<file path="config.mk">
export PLATFORM = sky130hd
export DESIGN_NAME = fetch_unit
export DESIGN_NICKNAME = d
export VERILOG_FILES = /design/src/rtl/fetch_pkg.sv /design/src/rtl/fetch_queue.sv /design/src/rtl/fetch_unit.sv
export SDC_FILE = /design/constraint.sdc
export NUM_CORES = 1
export LEC_CHECK = 0
export ABC_AREA = 1
export BUFFER_PORTS_ARGS = -buffer_cell sky130_fd_sc_hd__buf_4
export CAP_MARGIN = 20
export CORE_MARGIN = 2
export CORE_UTILIZATION = 55
export DETAILED_ROUTE_END_ITERATION = 10
export MAX_ROUTING_LAYER = met4
export PLACE_DENSITY_LB_ADDON = 0.3
export SLEW_MARGIN = 20
export SYNTH_ARGS = -nofsm -noshare
export SYNTH_HDL_FRONTEND = slang
export SYNTH_HIERARCHICAL = 1
export SYNTH_SLANG_ARGS = --single-unit
export TNS_END_PERCENT = 5
</file>
<file path="constraint.sdc">
create_clock -name clk -period 14.79 [get_ports clk]
set_input_delay 3.6975 -clock clk [delete_from_list [all_inputs] [get_ports clk]]
set_output_delay 3.6975 -clock clk [all_outputs]
set_load 0.1 [all_outputs]
</file>
<file path="src/rtl/fetch_pkg.sv">
// fetch_pkg: shared types and constants for the instruction-fetch (IF) stage.
//   XLEN_DEFAULT  : default datapath / PC width
//   NOP_INSTR     : instruction presented to decode when nothing is valid
//   PC_STEP       : byte increment between sequential fetches
//   fetch_entry_t : one fetched instruction {pc, instr}
//   fetch_tag_t   : per-request bookkeeping {epoch, pc}, kept in request order
package fetch_pkg;

   localparam int          XLEN_DEFAULT = 32;
   localparam logic [31:0] NOP_INSTR    = 32'h00000013;
   localparam int          PC_STEP      = 4;

   typedef struct packed {
      logic [XLEN_DEFAULT-1:0] pc;
      logic [31:0]             instr;
   } fetch_entry_t;

   typedef struct packed {
      logic                    epoch;
      logic [XLEN_DEFAULT-1:0] pc;
   } fetch_tag_t;

endpackage

</file>
<file path="src/rtl/fetch_queue.sv">
// fetch_queue: small synchronous FIFO with a flush input.
// Used both as the instruction queue and as the in-order request tag FIFO.
// Ports:
//   clk, reset  : clock, synchronous active-high reset
//   flush       : empties the FIFO at the next edge (wins over push/pop)
//   push, wdata : write an entry (ignored when full unless popping too)
//   pop         : discard the head entry (ignored when empty)
//   rdata       : head entry, valid when count != 0
//   count       : number of stored entries
module fetch_queue #(
   parameter int W     = 8,
   parameter int DEPTH = 2
) (
   input  logic                           clk,
   input  logic                           reset,
   input  logic                           flush,
   input  logic                           push,
   input  logic [W-1:0]                   wdata,
   input  logic                           pop,
   output logic [W-1:0]                   rdata,
   output logic [$clog2(DEPTH+1)-1:0]     count
);

   localparam int PW = (DEPTH > 1) ? $clog2(DEPTH) : 1;
   localparam int CW = $clog2(DEPTH + 1);

   logic [W-1:0]  mem [DEPTH];
   logic [PW-1:0] wr_ptr;
   logic [PW-1:0] rd_ptr;
   logic          empty;
   logic          full;
   logic          do_push;
   logic          do_pop;

   function automatic logic [PW-1:0] ptr_next(input logic [PW-1:0] p);
      return (p == PW'(DEPTH - 1)) ? '0 : p + 1'b1;
   endfunction

   assign empty   = (count == '0);
   assign full    = (count == CW'(DEPTH));
   // A push into a full FIFO is legal when the head leaves in the same cycle.
   assign do_push = push && (!full || pop);
   assign do_pop  = pop && !empty;
   assign rdata   = mem[rd_ptr];

   always_ff @(posedge clk) begin
      if (reset || flush) begin
         wr_ptr <= '0;
         rd_ptr <= '0;
         count  <= '0;
      end else begin
         if (do_push) wr_ptr <= ptr_next(wr_ptr);
         if (do_pop)  rd_ptr <= ptr_next(rd_ptr);
         count <= count + CW'(do_push) - CW'(do_pop);
      end
   end

   // Storage is data only; the pointers decide what is meaningful.
   always_ff @(posedge clk) begin
      if (do_push) mem[wr_ptr] <= wdata;
   end

endmodule

</file>
<file path="src/rtl/fetch_unit.sv">
// fetch_unit: IF stage. Owns the PC, issues instruction-memory reads, buffers
// returned words and presents the head word to decode.
// Optional feature macro: FETCH_PERF_EN (adds perf_* counter outputs).
// Ports:
//   clk, reset                       : clock, synchronous active-high reset
//   imem_req_valid/ready/addr        : read request channel (word aligned)
//   imem_resp_valid/data             : read data, returned in request order
//   redirect_valid/pc                : EX redirect, flushes younger fetches
//   id_ready                         : decode accepts head (low = stall)
//   if_id_valid/pc/instruction       : head instruction (NOP when invalid)
//   perf_fetched/stall_cycles/flushed: saturating counters (FETCH_PERF_EN)
module fetch_unit
   import fetch_pkg::*;
#(
   parameter int             XLEN     = XLEN_DEFAULT,
   parameter logic [XLEN-1:0] RESET_PC = '0,
   parameter int             QDEPTH   = 2
) (
   input  logic            clk,
   input  logic            reset,
   output logic            imem_req_valid,
   input  logic            imem_req_ready,
   output logic [XLEN-1:0] imem_req_addr,
   input  logic            imem_resp_valid,
   input  logic [31:0]     imem_resp_data,
   input  logic            redirect_valid,
   input  logic [XLEN-1:0] redirect_pc,
   input  logic            id_ready,
   output logic            if_id_valid,
   output logic [XLEN-1:0] if_id_pc,
   output logic [31:0]     if_id_instruction
`ifdef FETCH_PERF_EN
   ,
   output logic [31:0]     perf_fetched,
   output logic [31:0]     perf_stall_cycles,
   output logic [31:0]     perf_flushed
`endif
);

   localparam int CW = $clog2(QDEPTH + 1);
   localparam logic [XLEN-1:0] ALIGN_MASK = ~XLEN'(3);

   logic [XLEN-1:0] pc;
   logic            epoch;
   logic [CW-1:0]   outstanding;
   logic [CW-1:0]   q_count;
   logic [CW:0]     in_flight;
   fetch_entry_t    q_wdata;
   fetch_entry_t    q_rdata;
   fetch_tag_t      t_wdata;
   fetch_tag_t      t_rdata;
   logic            q_empty;
   logic            if_pop;
   logic            q_pop;
   logic            req_fire;
   logic            resp_accept;
   logic            tag_match;
   logic            resp_keep;

   assign q_empty = (q_count == '0);
   assign if_pop  = if_id_valid && id_ready;
   assign q_pop   = if_pop && !redirect_valid;

   // The tag FIFO count is the number of outstanding reads. A head that leaves
   // this cycle frees its slot, which keeps one instruction per cycle flowing
   // with a 1-cycle memory.
   assign in_flight      = {1'b0, outstanding} + {1'b0, q_count} - (CW + 1)'(if_pop);
   assign imem_req_valid = !reset && !redirect_valid && (in_flight < (CW + 1)'(QDEPTH));
   assign imem_req_addr  = pc;
   assign req_fire       = imem_req_valid && imem_req_ready;

   // Responses with nothing outstanding are protocol errors and are ignored.
   assign resp_accept = imem_resp_valid && (outstanding != '0);
   assign tag_match   = (t_rdata.epoch == epoch);
   assign resp_keep   = resp_accept && tag_match && !redirect_valid;

   assign t_wdata = '{epoch: epoch, pc: pc};
   assign q_wdata = '{pc: t_rdata.pc, instr: imem_resp_data};

   fetch_queue #(.W($bits(fetch_tag_t)), .DEPTH(QDEPTH)) u_tag_fifo (
      .clk   (clk),
      .reset (reset),
      .flush (1'b0),
      .push  (req_fire),
      .wdata (t_wdata),
      .pop   (resp_accept),
      .rdata (t_rdata),
      .count (outstanding)
   );

   fetch_queue #(.W($bits(fetch_entry_t)), .DEPTH(QDEPTH)) u_inst_queue (
      .clk   (clk),
      .reset (reset),
      .flush (redirect_valid),
      .push  (resp_keep),
      .wdata (q_wdata),
      .pop   (q_pop),
      .rdata (q_rdata),
      .count (q_count)
   );

   assign if_id_valid       = !q_empty;
   assign if_id_pc          = q_empty ? '0 : q_rdata.pc;
   assign if_id_instruction = q_empty ? NOP_INSTR : q_rdata.instr;

   // Redirect toggles the epoch so every read already in flight comes back
   // stale; outstanding is left alone so those reads drain naturally.
   always_ff @(posedge clk) begin
      if (reset) begin
         pc    <= RESET_PC & ALIGN_MASK;
         epoch <= 1'b0;
      end else if (redirect_valid) begin
         pc    <= redirect_pc & ALIGN_MASK;
         epoch <= ~epoch;
      end else if (req_fire) begin
         pc    <= pc + XLEN'(PC_STEP);
      end
   end

`ifdef FETCH_PERF_EN
   function automatic logic [31:0] sat_add(input logic [31:0] a, input logic [31:0] b);
      logic [32:0] s;
      s = {1'b0, a} + {1'b0, b};
      return s[32] ? 32'hFFFF_FFFF : s[31:0];
   endfunction

   logic [31:0] flush_inc;

   assign flush_inc = redirect_valid ? (32'(q_count) + 32'(resp_accept))
                                     : 32'(resp_accept && !tag_match);

   always_ff @(posedge clk) begin
      if (reset) begin
         perf_fetched      <= '0;
         perf_stall_cycles <= '0;
         perf_flushed      <= '0;
      end else begin
         perf_fetched      <= sat_add(perf_fetched, 32'(resp_keep));
         perf_stall_cycles <= sat_add(perf_stall_cycles, 32'(if_id_valid && !id_ready));
         perf_flushed      <= sat_add(perf_flushed, flush_inc);
      end
   end
`endif

endmodule

</file>
==> results of run 1 <==
[synthesized netlist by cell type]
| library cell | count | area (um^2) |
|---|---|---|
| buf_4 | 4 | 30.03 |
| nand3_4 | 1 | 17.52 |
| buf_12 | 9 | 180.2 |
| a21oi_1 | 27 | 135.1 |
| buf_1 | 1 | 3.750 |
| o21ai_1 | 1 | 5.000 |
| inv_2 | 2 | 7.510 |
| inv_6 | 1 | 8.760 |
| ha_1 | 7 | 87.58 |
| mux2_4 | 90 | 1351 |
| xor2_1 | 14 | 122.6 |
| nand2_4 | 1 | 11.26 |
| buf_6 | 5 | 56.30 |
| nand3_1 | 39 | 195.2 |
| nor3_1 | 3 | 15.01 |
| nor3b_1 | 2 | 15.01 |
| nor2_1 | 118 | 442.9 |
| xnor2_1 | 2 | 17.52 |
| o21ai_0 | 19 | 95.09 |
| or2_2 | 4 | 25.02 |
| fa_1 | 1 | 20.02 |
| and2_1 | 1 | 6.260 |
| dfxtp_1 | 41 | 820.8 |
| nand2_1 | 138 | 518.0 |
| nand2_2 | 2 | 12.51 |
| a31oi_1 | 4 | 25.02 |
| inv_1 | 133 | 499.2 |
| edfxtp_1 | 194 | 5826 |
| conb_1 | 1 | 3.750 |
| o211ai_1 | 3 | 22.52 |
| nor2_4 | 6 | 67.56 |
| clkbuf_1 | 12 | 45.04 |
| nor2_2 | 3 | 18.77 |
| a22oi_1 | 1 | 7.510 |
| mux2_2 | 7 | 78.83 |
| clkbuf_2 | 1 | 5.000 |
[layout make-up]
class                           instances  area (um^2)
Fill cell                            1466         6407
Inverter                              136        515.5
Timing Repair Buffer                  170         1296
Multi-Input combinational cell        502         3366
Clock buffer                           31        636.9
Tap cell                              265        331.6
Sequential cell                       235         6651
Clock inverter                         13        130.1
[cell usage in the layout (no fill, tap or decap), drive strengths merged]
cell,instances
bufinv,2
a31oi,4
nand2,141
a21oi,27
clkinv,9
ha,7
and2,1
a22oi,1
clkbuf,31
clkinvlp,1
xnor2,2
fa,1
dfxtp,41
edfxtp,194
mux2,97
o211ai,3
buf,170
nor3,3
nor3b,2
or2,4
nor2,127
inv,137
xor2,14
nand3,40
conb,8
o21ai,20
[power by group]
group          internal (mW)  switching (mW)
registers              0.724          0.0127
logic                 0.0311          0.0699
clock network          0.341           0.239
total                   1.10           0.322
[sequential cells by signal (all words and copies together), names as in the netlist, named ones only]
register             count
u_inst_queue/rd_ptr      1
u_inst_queue/wr_ptr      1
u_inst_queue/count       2
u_tag_fifo/wr_ptr        1
u_tag_fifo/rd_ptr        1
imem_req_addr           30
epoch                    1
u_tag_fifo/count         2
u_tag_fifo/mem          66
u_inst_queue/mem       128
[logic make-up (layout without fill, tap and decap cells)]
group	Yosys count	count (layout)	synth area share
buffers and inverters	168	350	0.07739
AO/OA/AOI/OAI	55	55	0.02688
flip-flops	235	235	0.6155
adder cells (fa/ha/maj)	8	8	0.009964
XOR/XNOR	16	16	0.01298
AND/OR/NAND/NOR	318	318	0.1246
other	1	8	0.0003473
multiplexers	97	97	0.1324
[per-stage QoR]
stage,instances,power [mW],utilization,hold slack [ns],setup WS (ns)
after floorplan,905,0.8175,-,0.4650,5.628
after detailed placement,1307,0.8512,0.6275,0.4867,5.664
after CTS,1351,1.433,0.6672,0.5086,5.656
after global routing,1352,1.465,0.6686,0.5310,5.541
final,1352,1.418,0.6686,0.5027,5.674
after global placement,1307,0.8483,0.6275,0.4798,5.647
[layer usage]
metal | GRT usage | share of wire | vias up
li1 | - | - | 3307
met1 | 0.2409 | 0.41 | 3106
met2 | 0.3637 | 0.50 | 207
met3 | 0.03278 | 0.066 | 36
met4 | 0.06760 | 0.026 | 0
met5 | - | 0 | -
[worst max path at each step]
stage	from	to	slack, ns
finish	id_ready	imem_req_valid	5.67
global route	id_ready	imem_req_valid	5.54
CTS	id_ready	imem_req_valid	5.66
detailed placement	id_ready	imem_req_valid	5.66
global placement	id_ready	imem_req_valid	5.65
floorplan	id_ready	imem_req_valid	5.63
[worst max-delay path: stages]
cell     delay, ns
buf_4         0.11
inv_1         0.07
nor2_1        0.05
ha_1          0.29
inv_1         0.05
nand2_1       0.05
fa_1          0.50
nand2_2       0.07
nor2_4        0.10
nand2_1       0.07
inv_1         0.07
buf_4         0.28
==> impl_metrics.csv, run 1 <==
group,metric,value,unit
timing,grt_setup_unrepaired,"no",
global_route,grt_first_pass_wirelength,32290,um
detailed_routing,routedWlPerCell,15.29,um
floorplan,io_pins,168,
timing,fmax,0.1097,GHz
cts,root_buffer,"clkbuf_16",
detailed_routing,detail_route.wirelength,20670,um
cts,ctsHoldBuffers,0,
logic_synthesis,netlist_area,10800,um^2
finish,post-route-cell-area,12930,um^2
timing,fin_crit_sh,0.6164,
place,placed_cell_area,12130,um^2
logic_synthesis,synth_cell_types,36,
cts,cts_tree,"yes",
floorplan,coreArea,19330,um^2
timing,worst_pin_slew,0.9194,ns
finish,drive_gt1_frac,0.3027,
floorplan,die_w,144.1,um
cts,clk_latency,0.52,ns
floorplan,chipHeight,144.1,um
floorplan,start_util,0.5585,
outcome,outcome,"finished, final reports clean",
cts,post-cts-setup-buffers,0,
timing,hold_violations,0,
setup_path,r2r_end,"u_tag_fifo/mem[1][5]$_DFFE_PP_",
setup_path,r2r_cells,13,
hold_path,hp-class,"flop to flop",
finish,diodes,0,
setup_path,startpoint_type,"primary input",
hold_path,worstHoldStart,"u_inst_queue/rd_ptr$_SDFFE_PP0P_",
logic_synthesis,synth_area_per_cell,12.03,um^2
setup_path,cp_max_fo,2,
setup_path,crit-reg2reg-launch,"u_inst_queue/count[1]$_SDFF_PP0_",
logic_synthesis,yosysWarnings,6,
detailed_routing,drt_iter0_drc,448,
floorplan,dieArea,20770,um^2
setup_path,endpoint_kind,"output port",
timing,tns,0,ns
global_route,antenna_found_initial,0,
timing,setup_viol,0,
timing,maxSlewHeadroom,0.3870,
setup_path,crit_type,"primary input to output port",
cts,cts_max_level,1,
place,hpwl,13610,um
timing,fin_crit,9.116,ns
cts,post_cts_resized,0,
setup_path,critical_path_arrival,5.42,ns
cts,cts.clk_slew.worst_paths,0.06,ns
setup_path,reg2reg_slack,10.74,ns
global_route,grt_use_total,0.2056,
detailed_routing,drtAntennaViolNets,0,
hold_path,hold_depth,2,
detailed_routing,vias,6656,
timing,fin_skew,0.02359,ns
detailed_routing,firstDrtPassIters,5,
finish,nets,1147,
timing,maxSlewViolCount,0,
run,drv_cap,0,
logic_synthesis,ys_seq_elements,235,
global_route,grt_max_degree,68,
finish,synthToLayoutAreaGrowth,19.71,%
logic_synthesis,seq_area_frac_synth,0.6155,
place,gp_congestion,0.8955,
logic_synthesis,synthCells,898,
global_route,grt_pass1_vias,6594,
cts,numCtsBuffers,24,
setup_path,required,11.09,ns
pwr,p_per_area,109.7,nW/um^2
pwr,ir_drop,99.84,uV
detailed_routing,via_per_inst,4.923,
detailed_routing,drcViolationCount,0,
pwr,leakage,5.410,nW
floorplan,core.rowCount,51,
cts,clockBufferDepth,3,
cts,cts_sinks,235,
global_route,grt_overflow_total,0,
place,port_buffers,163,
Power figures use the tool's default switching activity.
==> inputs of run 2 (changes only) <==
Settings changed: ABC_AREA 1 to 0.
Clock period 14.79 ns to 9.2 ns, I/O delays scaled along.
==> impl_metrics.csv, run 2 <==
group,metric,value,unit
outcome,outcome,"finished, final reports clean",
setup_path,cp_num_cells,8,
floorplan,dieArea,19790,um^2
logic_synthesis,synth_top_area_cell,"edfxtp_1",
floorplan,core.rowCount,49,
pwr,pwr-share-seq,0.519,
detailed_routing,drt_iter0_drc,468,
finish,drive_gt1_frac,0.3725,
cts,numCtsBuffers,23,
setup_path,endpoint_kind,"output port",
detailed_routing,drtAntennaViolNets,0,
place,gp_congestion,0.8899,
cts,clk_latency,0.50,ns
cts,cts_tree,"yes",
detailed_routing,top_layer,"met4",
hold_path,hp-class,"flop to flop",
setup_path,critPathTopFamily,"simple AND/OR/NAND/NOR gates",
logic_synthesis,synth_cell_types,53,
setup_path,startpoint,"id_ready",
logic_synthesis,synth_ff_type,"edfxtp_1",
logic_synthesis,synth-async-reset-ratio,0,
floorplan,io_pins,168,
finish,layout_common_cells,"194 x edfxtp_1, 168 x buf_4, 90 x mux2_4",
detailed_routing,firstDrtPassIters,5,
floorplan,chipHeight,140.7,um
timing,worst_pin_slew,1.109,ns
timing,grt_setup_unrepaired,"no",
place,hpwl,12710,um
logic_synthesis,synth.area.top_cells,"edfxtp_1 57%, mux2_4 13%, dfxtp_1 8.0%",
pwr,leakage,4.644,nW
pwr,power_frac_comb,0.069,
hold_path,worstHoldStart,"u_tag_fifo/wr_ptr$_SDFFE_PP0P_",
pwr,p_per_area,184.7,nW/um^2
setup_path,startpoint_type,"primary input",
cts,cts.clk_slew.worst_paths,0.06,ns
logic_synthesis,ys_top_cells_by_count,"194 x edfxtp_1, 90 x mux2_4, 76 x and2_1, 41 x dfxtp_1, 27 x nor2_1",
detailed_routing,detail_route.wirelength,19930,um
place,port_buffers,163,
detailed_routing,routedWlPerCell,18.45,um
setup_path,crit_chain,"buf_4, and2_1, ha_1, nand2b_1, fa_1, xnor2_1, nor4b_1, buf_4",
finish,n_fill_cell,1257,
timing,tns,0,ns
logic_synthesis,yosys.area.top_type_share,0.5670,
finish,largest_register_ffs,128,
finish,fin_util,0.6826,
logic_synthesis,synth_area_per_cell,15.38,um^2
timing,hold_violations,0,
cts,root_buffer,"clkbuf_16",
setup_path,required,6.90,ns
timing,fin_skew,0.01177,ns
timing,maxSlewViolCount,0,
global_route,grt_use_total,0.2021,
detailed_routing,drcViolationCount,0,
logic_synthesis,netlist_area,10270,um^2
pwr,fin_total_pwr,2.288,mW
finish,layout_commonest_cell,"edfxtp_1",
logic_synthesis,ys_seq_elements,235,
pwr,p_sw,501.8,uW
cts,post_cts_resized,0,
run,drv_cap,0,
timing,maxSlewHeadroom,0.2591,
finish,register_area,6654,um^2
global_route,grt_max_degree,68,
finish,largest-register,"u_inst_queue/mem",
logic_synthesis,seq_area_frac_synth,0.6469,
global_route,grt_overflow_total,0,
pwr,ir_drop,138.5,uV
timing,fin_crit,6.578,ns
setup_path,critical_path_arrival,4.28,ns
floorplan,die_w,140.7,um
pwr,p_int,1.787,mW
cts,clockBufferDepth,3,
pwr,clkPwrFrac,0.412,
setup_path,cp_max_fo,5,
setup_path,cpPeakStageDelay,0.38,ns
floorplan,start_util,0.5661,
logic_synthesis,yosysWarnings,6,
global_route,antenna_found_initial,1,
setup_path,worst-path-buf-inv,2,
finish,diodes,0,
global_route,grt_first_pass_wirelength,30970,um
finish,multi_input_area,3367,um^2
setup_path,r2r_cells,12,
timing,setup_viol,0,
cts,post-cts-setup-buffers,0,
cts,ctsHoldBuffers,0,
logic_synthesis,synth_most_common_cell,"edfxtp_1",
setup_path,critical-path-slowest-cell,"fa_1",
detailed_routing,via_per_inst,5.551,
floorplan,coreArea,18150,um^2
cts,cts_sinks,235,
timing,fmax,0.1520,GHz
logic_synthesis,synth_edf_count,194,
setup_path,crit_type,"primary input to output port",
finish,nets,912,
finish,synthToLayoutAreaGrowth,20.57,%
detailed_routing,wl_met1,8373,um
detailed_routing,vias,5995,
detailed_routing,met3_wirelength,1525,um
detailed_routing,met2WireLength,9559,um
global_route,grt_pass1_vias,5987,
cts,cts_max_level,1,
pwr,switching_share,0.2193,
setup_path,crit-reg2reg-launch,"u_inst_queue/count[0]$_SDFF_PP0_",
hold_path,hold_depth,2,
timing,fin_crit_sh,0.7150,
setup_path,cp_common_cell,"buf_4",
logic_synthesis,synthCells,668,
==> run 2: cell families after synthesis <==
| family | after synthesis | share of synthesized area |
|---|---|---|
| adders and majority gates | 8 | 0.01047 |
| buffers and inverters | 50 | 0.03227 |
| xor gates and xnor gates | 24 | 0.02046 |
| and+or+nand+nor | 187 | 0.1035 |
| DFF | 235 | 0.6469 |
| AOI/OAI and AO/OA | 61 | 0.04178 |
| other | 1 | 0.0003650 |
| muxes | 102 | 0.1442 |
==> run 2: metal layers <==
| metal | global-route usage | vias to the layer above |
|---|---|---|
| met5 | - | - |
| met4 | 0.06474 | 0 |
| met3 | 0.03159 | 40 |
| met2 | 0.3299 | 252 |
| met1 | 0.2633 | 2881 |
| li1 | - | 2822 |
==> run 2: through the flow <==
step                      cells  worst slack, ns  area [um^2]  hold WS [ns]
after floorplan             677           0.4128        10310        0.4514
after global placement     1038            2.699        11610        0.4911
after detailed placement   1038            2.616        11610        0.5138
after CTS                  1080            2.601        12380        0.5231
after global routing       1080            2.432        12390        0.5423
final                      1080            2.622        12390        0.5188
==> run 2: worst paths after layout <==
| check | to | slack (ns) |
|---|---|---|
| worst max-delay path | imem_req_valid | 2.62 |
| worst min-delay path | u_tag_fifo/wr_ptr$_SDFFE_PP0P_ | 0.52 |
| worst max register to register | u_tag_fifo/mem[1][30]$_DFFE_PP_ | 4.62 |
| worst min register to register | u_tag_fifo/wr_ptr$_SDFFE_PP0P_ | 0.52 |
==> run 2: power by group through the flow <==
stage | combinational, mW | sequential, mW | clock (mW)
after floorplan | 0.0482 | 1.26 | 0
after global placement | 0.154 | 1.21 | 0
after detailed placement | 0.157 | 1.21 | 0
after CTS | 0.157 | 1.19 | 0.965
after global routing | 0.165 | 1.19 | 1.00
final | 0.158 | 1.19 | 0.944
==> run 2: final cells by class <==
class                      count  area share
sequential                   235      0.5372
multi-input combinational    392      0.2718
timing repair buffer         168      0.1018
clock buffer                  28     0.04798
tap                          229     0.02313
clock inverter                14     0.01374
inverter                      14    0.004343
==> run 2: worst reg2reg max path, stage by stage (launching register included) <==
cell and delay, ns:
dfxtp_1 0.42, inv_1 0.12, nand2_4 0.46, and2_1 0.23, ha_1 0.22, nand2b_1 0.16, fa_1 0.38, xnor2_1 0.19
or4_1 0.48, buf_4 0.26, clkinv_2 0.25, o31ai_4 0.17, nor2_4 0.86
